### src/rtl/memory_stage_controller.sv
// Memory stage of the CPU pipeline: runs data-memory reads/writes and stack
// push/pop over a req/ack port, resolves conditional jumps, and produces
// registered one-cycle writeback / SP-update / PC-load / bus-error strobes.
//
// Handshake: mem_req is high for every cycle spent in ACCESS, and mem_we,
// mem_addr and mem_wdata are held constant for that whole time. The access
// completes at the first posedge where mem_ack is sampled high (mem_rdata is
// taken on that same edge). stall mirrors mem_req, so the upstream register
// holds the current op until the access is finished or aborted.
module memory_stage_controller #(
  parameter int MAX_WAIT = 15,
  parameter int CNT_W    = 4
) (
  input  logic        CLK,
  input  logic        RST_N,
  input  logic [15:0] result_in,
  input  logic [7:0]  addr_in,
  input  logic [3:0]  c_addr_in,
  input  logic        reg_write_in,
  input  logic        data_read_in,
  input  logic        data_write_in,
  input  logic        reg_addr_in,
  input  logic [1:0]  stack_ctl_in,
  input  logic [7:0]  stack_pointer_in,
  input  logic [1:0]  j_ctl_in,
  input  logic [1:0]  alu_flags_in,
  input  logic        stack_command_in,
  output logic        mem_req,
  output logic        mem_we,
  output logic [7:0]  mem_addr,
  output logic [15:0] mem_wdata,
  input  logic [15:0] mem_rdata,
  input  logic        mem_ack,
  output logic        stall,
  output logic        wb_valid,
  output logic [15:0] wb_data,
  output logic [3:0]  wb_c_addr,
  output logic        sp_we,
  output logic [7:0]  sp_value,
  output logic        pc_load,
  output logic [7:0]  pc_target,
  output logic        bus_err,
  output logic [1:0]  o_dbg_state
);

  typedef enum logic [1:0] {
    S_IDLE   = 2'd0,
    S_ACCESS = 2'd1,
    S_DONE   = 2'd2
  } state_t;

  state_t r_state, w_state_nxt;

  logic [CNT_W-1:0] r_cnt, w_cnt_nxt;

  // Captured memory op (held for the whole access)
  logic        r_we, w_we_nxt;
  logic [7:0]  r_addr, w_addr_nxt;
  logic [15:0] r_wdata, w_wdata_nxt;
  logic        r_is_rd, w_is_rd_nxt;
  logic        r_is_push, w_is_push_nxt;
  logic        r_is_pop, w_is_pop_nxt;
  logic        r_reg_write, w_reg_write_nxt;
  logic [3:0]  r_c_addr, w_c_addr_nxt;
  logic [7:0]  r_sp, w_sp_nxt;
  logic        r_jump, w_jump_nxt;
  logic [7:0]  r_target, w_target_nxt;

  // Registered outputs
  logic        r_wb_valid, w_wb_valid_nxt;
  logic [15:0] r_wb_data, w_wb_data_nxt;
  logic [3:0]  r_wb_c_addr, w_wb_c_addr_nxt;
  logic        r_sp_we, w_sp_we_nxt;
  logic [7:0]  r_sp_value, w_sp_value_nxt;
  logic        r_pc_load, w_pc_load_nxt;
  logic [7:0]  r_pc_target, w_pc_target_nxt;
  logic        r_bus_err, w_bus_err_nxt;

  // Decode of the op currently presented by the upstream register
  logic        w_push, w_pop, w_wr, w_rd, w_mem_op, w_jump;
  logic [7:0]  w_eff_addr;

  // Op classification: stack beats data, write beats read
  always_comb begin
    w_push     = stack_command_in & (stack_ctl_in == 2'b01);
    w_pop      = stack_command_in & (stack_ctl_in == 2'b10);
    w_wr       = ~w_push & ~w_pop & data_write_in;
    w_rd       = ~w_push & ~w_pop & ~data_write_in & data_read_in;
    w_mem_op   = w_push | w_pop | w_wr | w_rd;
    w_eff_addr = reg_addr_in ? result_in[7:0] : addr_in;
    case (j_ctl_in)
      2'b01:   w_jump = 1'b1;
      2'b10:   w_jump = alu_flags_in[0];
      2'b11:   w_jump = alu_flags_in[1];
      default: w_jump = 1'b0;
    endcase
  end

  // Next-state, op capture and strobe generation
  always_comb begin
    w_state_nxt     = r_state;
    w_cnt_nxt       = r_cnt;
    w_we_nxt        = r_we;
    w_addr_nxt      = r_addr;
    w_wdata_nxt     = r_wdata;
    w_is_rd_nxt     = r_is_rd;
    w_is_push_nxt   = r_is_push;
    w_is_pop_nxt    = r_is_pop;
    w_reg_write_nxt = r_reg_write;
    w_c_addr_nxt    = r_c_addr;
    w_sp_nxt        = r_sp;
    w_jump_nxt      = r_jump;
    w_target_nxt    = r_target;
    w_wb_valid_nxt  = 1'b0;
    w_wb_data_nxt   = r_wb_data;
    w_wb_c_addr_nxt = r_wb_c_addr;
    w_sp_we_nxt     = 1'b0;
    w_sp_value_nxt  = r_sp_value;
    w_pc_load_nxt   = 1'b0;
    w_pc_target_nxt = r_pc_target;
    w_bus_err_nxt   = 1'b0;

    case (r_state)
      S_ACCESS: begin
        if (mem_ack) begin
          w_state_nxt     = S_DONE;
          w_wb_valid_nxt  = r_reg_write | r_is_pop;
          w_wb_data_nxt   = (r_is_rd | r_is_pop) ? mem_rdata : r_wdata;
          w_wb_c_addr_nxt = r_c_addr;
          w_sp_we_nxt     = r_is_push | r_is_pop;
          w_sp_value_nxt  = r_is_push ? (r_sp - 8'd1) : (r_sp + 8'd1);
          w_pc_load_nxt   = r_jump;
          w_pc_target_nxt = r_target;
        end else if (r_cnt == CNT_W'(MAX_WAIT)) begin
          w_state_nxt   = S_DONE;
          w_bus_err_nxt = 1'b1;
        end else begin
          w_cnt_nxt = r_cnt + 1'b1;
        end
      end
      default: begin
        // IDLE and DONE decode the presented op identically
        w_state_nxt = S_IDLE;
        if (w_mem_op) begin
          w_state_nxt     = S_ACCESS;
          w_cnt_nxt       = '0;
          w_we_nxt        = w_push | w_wr;
          w_addr_nxt      = w_push ? stack_pointer_in :
                            w_pop  ? (stack_pointer_in + 8'd1) : w_eff_addr;
          w_wdata_nxt     = result_in;
          w_is_rd_nxt     = w_rd;
          w_is_push_nxt   = w_push;
          w_is_pop_nxt    = w_pop;
          w_reg_write_nxt = reg_write_in;
          w_c_addr_nxt    = c_addr_in;
          w_sp_nxt        = stack_pointer_in;
          w_jump_nxt      = w_jump;
          w_target_nxt    = addr_in;
        end else begin
          w_wb_valid_nxt  = reg_write_in;
          w_wb_data_nxt   = result_in;
          w_wb_c_addr_nxt = c_addr_in;
          w_pc_load_nxt   = w_jump;
          w_pc_target_nxt = addr_in;
        end
      end
    endcase
  end

  // State, capture and output registers; reset discards any in-flight op
  always_ff @(posedge CLK or negedge RST_N) begin
    if (!RST_N) begin
      r_state     <= S_IDLE;
      r_cnt       <= '0;
      r_we        <= 1'b0;
      r_addr      <= '0;
      r_wdata     <= '0;
      r_is_rd     <= 1'b0;
      r_is_push   <= 1'b0;
      r_is_pop    <= 1'b0;
      r_reg_write <= 1'b0;
      r_c_addr    <= '0;
      r_sp        <= '0;
      r_jump      <= 1'b0;
      r_target    <= '0;
      r_wb_valid  <= 1'b0;
      r_wb_data   <= '0;
      r_wb_c_addr <= '0;
      r_sp_we     <= 1'b0;
      r_sp_value  <= '0;
      r_pc_load   <= 1'b0;
      r_pc_target <= '0;
      r_bus_err   <= 1'b0;
    end else begin
      r_state     <= w_state_nxt;
      r_cnt       <= w_cnt_nxt;
      r_we        <= w_we_nxt;
      r_addr      <= w_addr_nxt;
      r_wdata     <= w_wdata_nxt;
      r_is_rd     <= w_is_rd_nxt;
      r_is_push   <= w_is_push_nxt;
      r_is_pop    <= w_is_pop_nxt;
      r_reg_write <= w_reg_write_nxt;
      r_c_addr    <= w_c_addr_nxt;
      r_sp        <= w_sp_nxt;
      r_jump      <= w_jump_nxt;
      r_target    <= w_target_nxt;
      r_wb_valid  <= w_wb_valid_nxt;
      r_wb_data   <= w_wb_data_nxt;
      r_wb_c_addr <= w_wb_c_addr_nxt;
      r_sp_we     <= w_sp_we_nxt;
      r_sp_value  <= w_sp_value_nxt;
      r_pc_load   <= w_pc_load_nxt;
      r_pc_target <= w_pc_target_nxt;
      r_bus_err   <= w_bus_err_nxt;
    end
  end

  assign mem_req     = (r_state == S_ACCESS);
  assign stall       = (r_state == S_ACCESS);
  assign mem_we      = r_we;
  assign mem_addr    = r_addr;
  assign mem_wdata   = r_wdata;
  assign wb_valid    = r_wb_valid;
  assign wb_data     = r_wb_data;
  assign wb_c_addr   = r_wb_c_addr;
  assign sp_we       = r_sp_we;
  assign sp_value    = r_sp_value;
  assign pc_load     = r_pc_load;
  assign pc_target   = r_pc_target;
  assign bus_err     = r_bus_err;
  assign o_dbg_state = r_state;

endmodule

### config.mk
export PLATFORM = sky130hd
export DESIGN_NAME = memory_stage_controller
export DESIGN_NICKNAME = d
export VERILOG_FILES = /design/src/rtl/memory_stage_controller.sv
export SDC_FILE = /design/constraint.sdc
export NUM_CORES = 1
export LEC_CHECK = 0
export CORE_ASPECT_RATIO = 0.7
export CORE_UTILIZATION = 52
export CTS_CLUSTER_DIAMETER = 60
export DETAILED_ROUTE_END_ITERATION = 8
export PLACE_DENSITY_LB_ADDON = 0.1
export SYNTH_ARGS = -nofsm -noshare
export SYNTH_HDL_FRONTEND = slang
export SYNTH_SLANG_ARGS = --single-unit
### constraint.sdc
create_clock -name CLK -period 3.3 [get_ports CLK]
set_clock_uncertainty 0.05 [all_clocks]
set_input_delay 0.495 -clock CLK [delete_from_list [all_inputs] [get_ports CLK]]
set_output_delay 0.495 -clock CLK [all_outputs]
set_load 0.01 [all_outputs]
==> impl_metrics.py <==
metrics = {
    "pwr": {
        "p_leak_nw": 2.97,
        "power.switching_w": 0.00170,
        "max-vdd-ir-drop_v": 0.000371,
        "clkPwrFrac_pct": 20.5,
        "combinationalPowerShare_pct": 40.6,
        "pwr-share-seq_pct": 38.9,
        "power.internal_w": 0.00310,
        "power-per-cell-area_nw_per_um2": 732,
        "power.switching_fraction_pct": 35.4,
    },
    "finish": {
        "area_growth_pct": 35.3,
        "design_area_um2": 6560,
        "final-instance-count-excl-fill": 802,
        "drive_above_1_share_pct": 6.78,
        "layout.core_utilization_pct": 72.3,
        "antennaDiodeCount": 0,
        "design.final.nets": 748,
    },
    "detailed_routing": {
        "vias": 4346,
        "drt-vias-per-instance": 5.42,
        "post_route_wl_um": 12700,
        "ant_nets": 0,
        "remaining_drc_errors": 0,
        "drtPass1Iterations": 4,
        "routed_wire_length_per_instance_um": 15.9,
        "drt_first_iter_violations": 316,
    },
    "die": {
        "io_pins": 135,
        "coreArea_um2": 9070,
        "core.rowCount": 29,
        "floorplan_die_height_um": 82.8,
        "die_w_um": 117,
        "floorplan.die_area_um2": 9710,
        "start_util_pct": 53.4,
    },
    "placed_design": {
        "post-dp-hpwl_um": 8910,
        "gp_routability_congestion": 0.848,
        "place.detailed.instances": 786,
        "placement.io_buffers": 134,
        "place_worst_setup_slack_ns": 0.503,
        "dpl_cell_area_um2": 6280,
    },
    "clock_tree": {
        "cts_inserted_buffers": 9,
        "root_buffer": "sky130_fd_sc_hd__clkbuf_16",
        "cts_tree": "yes",
        "clock_sinks": 96,
        "clkLatencyLatePin_ns": 0.34,
        "clk_path_buf_depth": 2,
        "cts_max_level": 3,
        "total_of_hold_buffers_inserted_after_clock_tree_synthesis": 0,
        "clkSlewWorstSetupHoldPaths_ns": 0.06,
        "cts_resized": 0,
        "postCtsSetupRepairBufs": 0,
    },
    "global_route": {
        "grt_antenna_before_repair": 0,
        "met1_layer_usage_reported_by_global_route_pct": 36.0,
        "wire_length_of_the_first_global_routing_pass_um": 19900,
        "global_route.usage.met2_pct": 43.4,
        "gr-max-usage-layer": "met2",
        "global_route.overflow_total": 0,
        "grt_start_max_net_pins": 85,
        "grt_pass1_vias": 4104,
        "global_route.usage.total_pct": 26.8,
        "grt_util_met3_pct": 7.01,
    },
    "sta": {
        "finalHoldViolCount": 0,
        "tightestPinTransition_ns": 1.06,
        "min_setup_slack_post_route_ns": 0.797,
        "setup_viol": 0,
        "fin_setup_tns_ns": 0,
        "post-route-period-util_pct": 75.9,
        "max_freq_mhz": 400,
        "finalCriticalPeriod_ns": 2.50,
        "rsz_0062_raised_after_global_routing": "no",
        "remaining_max_slew_budget_at_the_tightest_pin_pct": 29.1,
        "report.final.slew_viol_count": 0,
    },
    "critical_path": {
        "reg2reg_from": "r_is_push$_DFFE_PN0P_",
        "worst_ep_required_time_ns": 3.48,
        "critPathMaxFanout": 30,
        "r2r_slack_ns": 1.25,
        "arrival_ns": 2.68,
        "worst-r2r-cell-count": 7,
        "critPathKind": "in -> reg",
        "cp-start-kind": "input pin",
        "crit_path_end_kind": "register",
        "timing.rr.end": "sp_value[6]$_DFFE_PN0P_",
    },
    "yosys": {
        "avgSynthCellArea_um2": 8.79,
        "ys_warn_count": 0,
        "synth.net_count": 626,
        "synth_area_um2": 4850,
        "ys_seq_area_share_pct": 49.6,
        "synth.top_cells.by_area": "sky130_fd_sc_hd__dfrtp_1 50%, sky130_fd_sc_hd__nand2_1 14%, sky130_fd_sc_hd__a21oi_1 4.6%",
        "post_synth_inst_count": 551,
        "yosys.cell_types.count": 49,
        "synth-seq-cells": 96,
        "synthDominantCellAreaShare_pct": 49.6,
        "synth_top_cell_by_area": "sky130_fd_sc_hd__dfrtp_1",
    },
    "outcome": {
        "outcome": "completed",
    },
    "job": {
        "cap_viol_max_count": 0,
    },
    "worst_hold_path": {
        "holdCritPathClass": "in -> async",
    },
}
cell usage in the layout (no fill, tap or decap), types with 2 or more instances in the layout:
master | netlist | final
sky130_fd_sc_hd__nand2_1 | 179 | 179
sky130_fd_sc_hd__clkdlybuf4s50_1 | 0 | 133
sky130_fd_sc_hd__dfrtp_1 | 96 | 96
sky130_fd_sc_hd__a21oi_1 | 45 | 45
sky130_fd_sc_hd__o21ai_0 | 40 | 40
sky130_fd_sc_hd__mux2i_1 | 19 | 19
sky130_fd_sc_hd__o21ai_1 | 18 | 18
sky130_fd_sc_hd__nand3_1 | 13 | 13
sky130_fd_sc_hd__nor2_1 | 11 | 11
sky130_fd_sc_hd__o21ai_2 | 11 | 10
sky130_fd_sc_hd__buf_4 | 2 | 10
sky130_fd_sc_hd__clkbuf_16 | 0 | 9
sky130_fd_sc_hd__inv_1 | 8 | 8
sky130_fd_sc_hd__ha_1 | 8 | 8
sky130_fd_sc_hd__a31oi_1 | 6 | 6
sky130_fd_sc_hd__nor3_1 | 5 | 5
sky130_fd_sc_hd__a211oi_1 | 5 | 5
sky130_fd_sc_hd__xor2_1 | 4 | 4
sky130_fd_sc_hd__a21o_1 | 4 | 4
sky130_fd_sc_hd__o21a_1 | 5 | 4
sky130_fd_sc_hd__and3b_1 | 3 | 3
sky130_fd_sc_hd__o22ai_1 | 3 | 3
sky130_fd_sc_hd__o31ai_1 | 3 | 3
sky130_fd_sc_hd__and3_1 | 2 | 2
sky130_fd_sc_hd__nor2b_1 | 2 | 2
sky130_fd_sc_hd__xnor2_1 | 2 | 2
sky130_fd_sc_hd__mux2_2 | 2 | 2
sky130_fd_sc_hd__nor4_1 | 2 | 2
sky130_fd_sc_hd__o211ai_1 | 2 | 2
sky130_fd_sc_hd__nor4b_1 | 2 | 2
sky130_fd_sc_hd__clkinv_2 | 0 | 2
sky130_fd_sc_hd__clkinvlp_4 | 0 | 2
sky130_fd_sc_hd__buf_12 | 0 | 2
sequential cells by signal, indices dropped and copies added, names as in the netlist, 8 cells and up:
name       cells
mem_addr       8
mem_wdata     16
pc_target      8
r_sp           8
r_target       8
sp_value       8
wb_data       16
cell families after synthesis:
family	count (synthesis)	share of synthesized area [%]
muxes	21	4.39
and+or+nand+nor	226	19.3
adders and majority gates	9	2.48
xor gates and xnor gates	6	1.08
AOI/OAI and AO/OA	150	18.6
DFF	96	49.6
buffers and inverters	43	4.62
layer usage:
| metal | share of wire [%] | wire length [um] |
|---|---|---|
| met5 | 0 | 0 |
| met4 | 0.97 | 124 |
| met3 | 7.0 | 891 |
| met2 | 46 | 5890 |
| met1 | 46 | 5840 |
metrics by stage:
| step | power, W | hold slack (ns) |
|---|---|---|
| 6_report | 0.00480 | 0.287 |
| 3_3_place_gp | 0.00375 | 0.403 |
| 5_1_grt | 0.00511 | 0.369 |
| 2_1_floorplan | 0.00282 | 0.149 |
| 3_5_place_dp | 0.00382 | 0.414 |
| 4_1_cts | 0.00482 | 0.332 |
critical path, cell delays in order:
cell and delay, ns:
sky130_fd_sc_hd__clkdlybuf4s50_1 0.72, sky130_fd_sc_hd__xor2_1 0.19, sky130_fd_sc_hd__a2111oi_4 0.61, sky130_fd_sc_hd__nor2_4 0.25
sky130_fd_sc_hd__buf_12 0.24, sky130_fd_sc_hd__nand2_1 0.10, sky130_fd_sc_hd__o21ai_2 0.06
how the worst max path moves through the flow:
stage / end / startpoint
detailed placement: wb_data[6]$_DFFE_PN0P_ / stack_ctl_in[1]
floorplan: sp_value[6]$_DFFE_PN0P_ / r_is_push$_DFFE_PN0P_
finish: wb_data[6]$_DFFE_PN0P_ / stack_ctl_in[1]
global route: wb_data[0]$_DFFE_PN0P_ / stack_ctl_in[1]
CTS: wb_data[6]$_DFFE_PN0P_ / stack_ctl_in[1]
global placement: wb_data[0]$_DFFE_PN0P_ / stack_ctl_in[1]
power by group through the flow:
stage / registers [W] / logic [W] / clock network (W)
floorplan: 0.00195 / 0.000867 / 0
global route: 0.00192 / 0.00214 / 0.00106
finish: 0.00187 / 0.00195 / 0.000984
CTS: 0.00186 / 0.00196 / 0.00100
detailed placement: 0.00188 / 0.00194 / 0
global placement: 0.00186 / 0.00189 / 0
area by class of cell:
| cell class | count | area (um^2) |
|---|---|---|
| Clock inverter | 6 | 42.5 |
| Sequential cell | 96 | 2400 |
| Multi-Input combinational cell | 412 | 2240 |
| Clock buffer | 10 | 239 |
| Fill cell | 685 | 2510 |
| Timing Repair Buffer | 145 | 1450 |
| Inverter | 9 | 36.3 |
| Tap cell | 124 | 155 |
cell usage after synthesis (all sizes together):
library cell,number
and3,2
nand2b,1
nor4,2
o211ai,2
clkbuf,13
and2,1
a31oi,6
mux2,2
a41oi,1
nor2,12
dfrtp,96
o2111a,1
o31ai,3
and4,1
nand3b,1
a21oi,45
and3b,3
xnor2,2
nor3,5
a22o,1
a22oi,1
nor2b,2
nand2,179
nor3b,1
a211oi,5
ha,8
xor2,4
a21o,4
a2111oi,1
o41ai,1
inv,9
mux2i,19
buf,21
o21a,5
fa,1
o22a,1
nor4b,2
o22ai,3
o21ai,69
nand3,13
nand4,1
o31a,1
Power figures use the tool's default switching activity.
